<file path="src/rtl/timestamp_decoder.sv">
// rtl/timestamp_decoder.sv - checks and reassembles 1/2/3 timestamp word triples from a FIFO
//
// Pops 32-bit words from an upstream FIFO (one word per 3 cycles at most),
// checks the identifier nibble and the type sequence 1,2,3, and presents each
// complete triple as a 64-bit timestamp on a valid/ready output.
//
// Ports:
//   BUS_CLK       clock for all logic
//   RST           synchronous active-high reset
//   FIFO_EMPTY    upstream FIFO empty flag
//   FIFO_READ     one-cycle pop strobe; FIFO_DATA is valid the following cycle
//   FIFO_DATA     upstream word {id[31:28], type[27:24], payload[23:0]}
//   TS_DATA       reassembled timestamp {w3[15:0], w2[23:0], w1[23:0]}
//   TS_VALID      TS_DATA valid, held until TS_READY
//   TS_READY      downstream accepts TS_DATA
//   BUS_ADD       register address
//   BUS_DATA_IN   register write data
//   BUS_DATA_OUT  registered read data
//   BUS_WR        register write strobe (address 0 = soft reset)
//   BUS_RD        register read strobe
module timestamp_decoder #(
  parameter int unsigned ABUSWIDTH  = 16,
  parameter logic [3:0]  IDENTIFIER = 4'b0001
) (
  input  logic                 BUS_CLK,
  input  logic                 RST,
  input  logic                 FIFO_EMPTY,
  output logic                 FIFO_READ,
  input  logic [31:0]          FIFO_DATA,
  output logic [63:0]          TS_DATA,
  output logic                 TS_VALID,
  input  logic                 TS_READY,
  input  logic [ABUSWIDTH-1:0] BUS_ADD,
  input  logic [7:0]           BUS_DATA_IN,
  output logic [7:0]           BUS_DATA_OUT,
  input  logic                 BUS_WR,
  input  logic                 BUS_RD
);

  localparam logic [7:0] VERSION = 8'd1;

  typedef enum logic [1:0] {IDLE, READ, CHECK} state_t;

  state_t      state_q;
  logic        fifo_read_q;
  logic        ts_valid_q;
  logic [63:0] ts_data_q;
  logic        conf_en_q;
  logic [7:0]  seq_err_q;
  logic [7:0]  id_err_q;
  logic [15:0] ts_cnt_q;
  logic [1:0]  exp_q;
  logic [47:0] buf_q;
  logic [7:0]  bus_data_q;

  logic        soft_rst;
  logic        rst_int;
  logic [3:0]  id_w;
  logic [3:0]  typ_w;
  logic [47:0] buf_d;
  logic [1:0]  exp_d;
  logic        emit_w;
  logic        seq_inc_w;
  logic        id_inc_w;

  assign soft_rst = BUS_WR && (BUS_ADD == ABUSWIDTH'(0));
  assign rst_int  = RST || soft_rst;

  assign id_w  = FIFO_DATA[31:28];
  assign typ_w = FIFO_DATA[27:24];

  // Word decode; only consumed while in CHECK, where FIFO_DATA is valid.
  always_comb begin
    buf_d     = buf_q;
    exp_d     = exp_q;
    emit_w    = 1'b0;
    seq_inc_w = 1'b0;
    id_inc_w  = 1'b0;
    if (id_w != IDENTIFIER) begin
      // Foreign words do not disturb the frame in progress.
      id_inc_w = 1'b1;
    end else if (typ_w == 4'd1 && exp_q == 2'd1) begin
      buf_d[23:0] = FIFO_DATA[23:0];
      exp_d       = 2'd2;
    end else if (typ_w == 4'd2 && exp_q == 2'd2) begin
      buf_d[47:24] = FIFO_DATA[23:0];
      exp_d        = 2'd3;
    end else if (typ_w == 4'd3 && exp_q == 2'd3 && FIFO_DATA[23:16] == 8'd0) begin
      emit_w = 1'b1;
      exp_d  = 2'd1;
    end else begin
      seq_inc_w = 1'b1;
      // An out-of-order type 1 is still a usable frame start.
      if (typ_w == 4'd1) begin
        buf_d[23:0] = FIFO_DATA[23:0];
        exp_d       = 2'd2;
      end else begin
        exp_d = 2'd1;
      end
    end
  end

  always_ff @(posedge BUS_CLK) begin
    if (rst_int) begin
      state_q     <= IDLE;
      fifo_read_q <= 1'b0;
      ts_valid_q  <= 1'b0;
      ts_data_q   <= '0;
      conf_en_q   <= 1'b0;
      seq_err_q   <= '0;
      id_err_q    <= '0;
      ts_cnt_q    <= '0;
      exp_q       <= 2'd1;
      buf_q       <= '0;
    end else begin
      fifo_read_q <= 1'b0;
      if (BUS_WR && BUS_ADD == ABUSWIDTH'(2))
        conf_en_q <= BUS_DATA_IN[0];
      if (ts_valid_q && TS_READY)
        ts_valid_q <= 1'b0;
      case (state_q)
        IDLE: begin
          // CONF_EN only gates new pops; an outstanding READ/CHECK always finishes.
          if (conf_en_q && !FIFO_EMPTY && !ts_valid_q) begin
            state_q     <= READ;
            fifo_read_q <= 1'b1;
          end
        end
        READ: state_q <= CHECK;
        CHECK: begin
          state_q <= IDLE;
          buf_q   <= buf_d;
          exp_q   <= exp_d;
          if (emit_w) begin
            ts_data_q  <= {FIFO_DATA[15:0], buf_q};
            ts_valid_q <= 1'b1;
            ts_cnt_q   <= ts_cnt_q + 16'd1;
          end
          if (seq_inc_w && seq_err_q != 8'hFF)
            seq_err_q <= seq_err_q + 8'd1;
          if (id_inc_w && id_err_q != 8'hFF)
            id_err_q <= id_err_q + 8'd1;
        end
        default: state_q <= IDLE;
      endcase
    end
  end

  // Read data sees only RST, so a read of VERSION alongside a soft reset still returns it.
  always_ff @(posedge BUS_CLK) begin
    if (RST) begin
      bus_data_q <= '0;
    end else if (BUS_RD) begin
      case (BUS_ADD)
        ABUSWIDTH'(0): bus_data_q <= VERSION;
        ABUSWIDTH'(2): bus_data_q <= {7'd0, conf_en_q};
        ABUSWIDTH'(3): bus_data_q <= seq_err_q;
        ABUSWIDTH'(4): bus_data_q <= id_err_q;
        ABUSWIDTH'(5): bus_data_q <= ts_cnt_q[7:0];
        ABUSWIDTH'(6): bus_data_q <= ts_cnt_q[15:8];
        default:       bus_data_q <= '0;
      endcase
    end
  end

  assign FIFO_READ    = fifo_read_q;
  assign TS_VALID     = ts_valid_q;
  assign TS_DATA      = ts_data_q;
  assign BUS_DATA_OUT = bus_data_q;

endmodule

</file>
<file path="config.mk">
export PLATFORM = sky130hd
export DESIGN_NAME = timestamp_decoder
export DESIGN_NICKNAME = d
export VERILOG_FILES = /design/src/rtl/timestamp_decoder.sv
export SDC_FILE = /design/constraint.sdc
export NUM_CORES = 1
export LEC_CHECK = 0
export CORE_MARGIN = 3
export CORE_UTILIZATION = 28
export DETAILED_ROUTE_END_ITERATION = 6
export PLACE_DENSITY = 0.56
export SLEW_MARGIN = 15
export SYNTH_ARGS = -nofsm -noshare
export SYNTH_HDL_FRONTEND = slang
export SYNTH_SLANG_ARGS = --single-unit
</file>
<file path="constraint.sdc">
create_clock -name BUS_CLK -period 2.2 [get_ports BUS_CLK]
set_clock_uncertainty 0.05 [all_clocks]
set_input_delay 0.44 -clock BUS_CLK [delete_from_list [all_inputs] [get_ports BUS_CLK]]
set_output_delay 0.44 -clock BUS_CLK [all_outputs]
set_load 0.05 [all_outputs]
</file>
Yosys cells after proc, flatten, opt, wreduce, memory -nomap -nowiden
Cells that the tools add are included.
{"block": "classes", "add_sub_neg": 3, "multipliers": 0, "div_mod_pow": 0, "order_cmp": 0, "eq_ne": 19, "n_shift": 0, "muxes": 24, "bitwise": 3, "reduce_logical": 25}
{"op": "$mux 24", "n": 4}
{"op": "$eq 16x3->1 const B", "n": 3}
{"op": "$pmux 8 s6", "n": 1}
{"op": "$eq 16x2->1 const B", "n": 2}
{"op": "$add 16x1->16 const B", "n": 1}
{"op": "$add 8x1->8 const B", "n": 2}
{"op": "$logic_not 16->1", "n": 1}
{"op": "$ne 8x8->1 const B", "n": 2}
{"op": "$mux 1", "n": 13}
{"op": "$logic_and 1x1->1", "n": 11}
{"op": "$mux 2", "n": 5}
{"op": "$eq 4x2->1 const B", "n": 2}
{"op": "$logic_not 8->1", "n": 1}
{"op": "$reduce_and 2->1", "n": 4}
{"op": "$eq 2x2->1 const B", "n": 3}
{"op": "$ne 2x2->1 const B", "n": 3}
{"op": "$reduce_and 5->1", "n": 1}
{"op": "$eq 2x1->1 const B", "n": 2}
{"op": "$eq 4x1->1 const B", "n": 1}
{"op": "$ne 4x1->1 const B", "n": 1}
{"op": "$pmux 2 s2", "n": 1}
{"op": "$reduce_and 4->1", "n": 1}
{"op": "$not 1->1", "n": 3}
{"op": "$logic_not 1->1", "n": 2}
{"op": "4 further kinds", "n": 4}
{"block": "word_totals", "register_bits": 159, "latchBits": 0, "ram_bits": 0, "mem_bits_ro": 0, "input_bits": 62, "out_inout_bits": 74, "word_cells": 86, "memories": 0}

Logic depth before layout (Yosys ltp)
{"block": "logic_depth", "ltp_word": 9, "ltp_mapped": 8, "mapped_depth_nobuf": 6}

Worst setup path before layout
Ideal clock, no wire load.
{"block": "synth_timing", "path_kind": "in2reg", "start": "in BUS_ADD[3]", "end": "reg id_err_q[0]", "setup_ns": 0.117, "arrival_ns": 1.728, "required_time_ns": 2.033, "path_slack_ns": 0.305, "path_stages": 6, "path_buffers": 2, "path_cell_list": "nor4_1 > nand4_1 > o31ai_2 > buf_2 > buf_2 > nor2_1"}
{"block": "synth_between", "elab_chain_len": 3}
{"element": "start, declared", "line": "33", "rtl": "input logic [ABUSWIDTH-1:0] BUS_ADD,"}
{"element": "$logic_not 16->1", "line": "66", "rtl": "assign soft_rst = BUS_WR && (BUS_ADD == ABUSWIDTH'(0));"}
{"element": "$logic_and 1x1->1", "line": "66"}
{"element": "$logic_or 1x1->1", "line": "67", "rtl": "assign rst_int = RST || soft_rst;"}
{"element": "end signal, assigned", "line": "142", "rtl": "id_err_q <= id_err_q + 8'd1;"}
{"element": "end, declared", "line": "50", "rtl": "logic [7:0] id_err_q;"}
Every way passes these cells.
A chain may end at the register's enable or synchronous reset.

Final worst setup path
{"block": "layout_timing", "start": "reg ts_data_q[31], in the netlist TS_DATA[31]", "end": "out TS_DATA[31]"}
{"element": "start, declared", "line": "47", "rtl": "logic [63:0] ts_data_q;"}
{"element": "start signal, assigned", "line": "135", "rtl": "ts_data_q <= {FIFO_DATA[15:0], buf_q};"}
{"element": "end, declared", "line": "30", "rtl": "output logic [63:0] TS_DATA,"}
No word-level cell between the ends.

==> impl_results.md <==
* DIE HEIGHT at between 150 and 200 µm
* Final wirelength at ~18000 µm
* Dominant synthesized flop cell: dfxtp_1
* Via count at between 5000 and 6000
* Via density at 4.66
* Fin. max-slew vios at 0
* Async SR Flop Fraction at 0%
* Period utilization at between 90% and 100%
* Vias in the first global route at 5425
* Max-cap check violation count at 0
* Worst Slack Setup Final at around 0.1 ns
* CTS Buffer Depth at 2
* Cells after synthesis at 779
* Final Hold Fails at 0
* #FFs+latches synth at between 150 and 200
* First-pass GRT wire length at between 20000 and 30000 µm
* Commonest non-fill, non-tap cell in the layout: nand2_1
* RR Startpoint: state_q[0]$_SDFFE_PP0P_
* Max incr delay on CP at 0.84 ns
* Crit path from: TS_DATA[31]$_SDFFE_PP0P_
* Iteration-0 DRC Markers at 380
* Yosys top cell by area: dfxtp_1
* Non-filler instance count after layout at around 1200
* GRT Total Usage at 15.2%
* DIE WIDTH at 156 µm
* CP delay by family, top: buffers and inverters
* Worst vdd ir at 0.505 mV
* DRC at 0
* Num CTS Buffers at 17
* Pwr per Cell Area at 668 nW/µm²
* WP data required at 1.71 ns
* Worst Path Arrival at 1.61 ns
* Post-synth EDFFs at 0
* Slew @ Worst Pin at 0.578 ns
* Worst setup EP type: output pin
* Post-CTS sizing at 0
* Cell chain of the critical path: clkdlybuf4s50_1
* Fillers at roughly 2200
* Clock Sinks at 159
* Worst-Skew Late Latency at 0.42 ns
* Status: completed
* Post-layout nets at 1007
* Syn-to-layout area delta at 40.5%
* Length of the first detailed-routing pass in iterations at 4
* Top Ports at 136
* Critical Path Slowest Stage Cell: clkdlybuf4s50_1
* Worst setup SP type: flip-flop
* Ranking of synthesized cells by area: dfxtp_1 (51%), nand2_1 (15%), a21oi_1 (9.9%), a22o_1 (2.1%), nor2_1 (2.0%)
* Core Area at 22000 µm²
* Top achievable clock speed at 476 MHz
* Top cell type's share of synthesized area at 50.6%
* Fin crit period at 2.10 ns
* CP Class: reg2out
* Std cell rows at 54
* PortBufs at 128
* Seq/Total Area, Yosys at 50.6%
* Placed Cells incl. Taps at between 1000 and 1500
* Hold_sp: TS_DATA[21]$_SDFFE_PP0P_
* Synth unique cells at 44
* Clk slew on worst S/H paths at 0.06 ns
* Starting Density at 28.7%
* Routability congestion estimate at 0.806
* Placement Setup Slack at -0.247 ns
* Routed length per instance at 14.9 µm
* Synthesized Nets at between 800 and 900
* Synth warnings at 0
* Largest net degree at the start of global routing at 47
* Global route total overflow at 0
* Post-synthesis cell area at 6290 µm²
* RSZ-0062 raised after global routing: no
* Hold Path Class: reg2reg
* H-tree depth at 4
* Post-DP Area at about 8300 µm²
* Max_slew headroom at 61.3%
* Hpwl dp at 13200 µm
* Post-route ant nets at 0
* Design Area, Final at 8840 µm²
* Critical path peak fanout at 2
* Final setup vio count at 0
* Pwr Total at ~5900 µW
* P_leak at 0.00298 µW
* TritonCTS clock tree: yes
* # hold bufs at CTS at 0
* Antenna violations before repair at 1
* Min Hold Slack at 0.399 ns
* CP Buf/Inv Count at 1
* Root buffer cell: clkbuf_16
* Post-CTS Setup Inserts at 0
* Commonest non-fill, non-tap cells in the layout: nand2_1 (246), dfxtp_1 (159), clkdlybuf4s50_1 (126), a21oi_1 (124), buf_4 (55)
* Mean Syn Cell Area at 8.08 µm²
* Die area at 24300 µm²
* Layout cells sized above 1 at 10.7%
[layout make-up]
type / count / area [µm²] / share of cell area (%)
clock inverters: 12 / 105 / 1.19
multi-input cells: 570 / 2900 / 32.8
well taps: 280 / 350 / 3.96
repair buffers: 189 / 1830 / 20.7
flip-flops and latches: 159 / 3180 / 36.0
diodes: 1 / 2.50 / 0.0283
inverters: 5 / 18.8 / 0.212
clock buffers: 19 / 443 / 5.01
[metrics by stage]
stage	util (%)	setup TNS, ns
detailed placement	37.8	-21.13
CTS	40.3	0
floorplan	-	0
global placement	37.8	-22.68
finish	40.3	0
global route	40.3	0
[flip-flops by register name (all words and copies together) (netlist names)]
name,flops
id_err_q,8
TS_DATA,64
state_q,2
TS_VALID,1
FIFO_READ,1
BUS_DATA_OUT,8
seq_err_q,8
ts_cnt_q,16
exp_q,2
buf_q,48
conf_en_q,1
[cells by family after synthesis]
kind of cell    share of synthesized area [%]
compound gates                           14.3
xor+xnor                                 2.78
fa+ha+maj                               0.597
buf+inv                                  3.66
flops                                    50.6
mux                                      1.77
simple gates                             26.3
[cell usage after synthesis, types with 9 or more instances]
library cell    n
a21oi_1       124
xnor2_1        14
nand4_1        14
nor4_1          9
clkbuf_1       19
a22o_1         15
dfxtp_1       159
nor2_1         34
nand2_1       247
o21ai_0        13
buf_2          19
nand3_1        17
mux2i_1        10
nor3_1         15
[worst reg2reg max path, cell delays in order (launching register included)]
cell and delay (ns):
dfxtp_1 0.35, nor4b_2 0.40, nand2_1 0.29, nor2_4 0.20, buf_4 0.26, nand2_1 0.10, a21oi_1 0.15
[metal layers]
layer | wire, µm | global-route usage, %
met1 | 9540 | 22.1
met2 | 7880 | 21.9
met3 | 777 | 3.80
met4 | 250 | 4.92
met5 | 0 | 0
[report_power, final]
| part | total [µW] | internal [µW] | switching, µW |
|---|---|---|---|
| Combinational | 279 | 150 | 130 |
| Sequential | 2880 | 2880 | 0.000499 |
| Clock | 2750 | 1500 | 1260 |
| Total | 5910 | 4520 | 1380 |
[worst paths after layout]
| path | to | slack, ns | cells after the start |
|---|---|---|---|
| setup / recovery | TS_DATA[31] | 0.10 | 1 |
| hold / removal | TS_DATA[21]$_SDFFE_PP0P_ | 0.40 | 2 |
| setup reg to reg | TS_DATA[38]$_SDFFE_PP0P_ | 0.35 | 6 |
| hold reg to reg | TS_DATA[21]$_SDFFE_PP0P_ | 0.40 | 2 |
(Power assumes the default switching activity.)
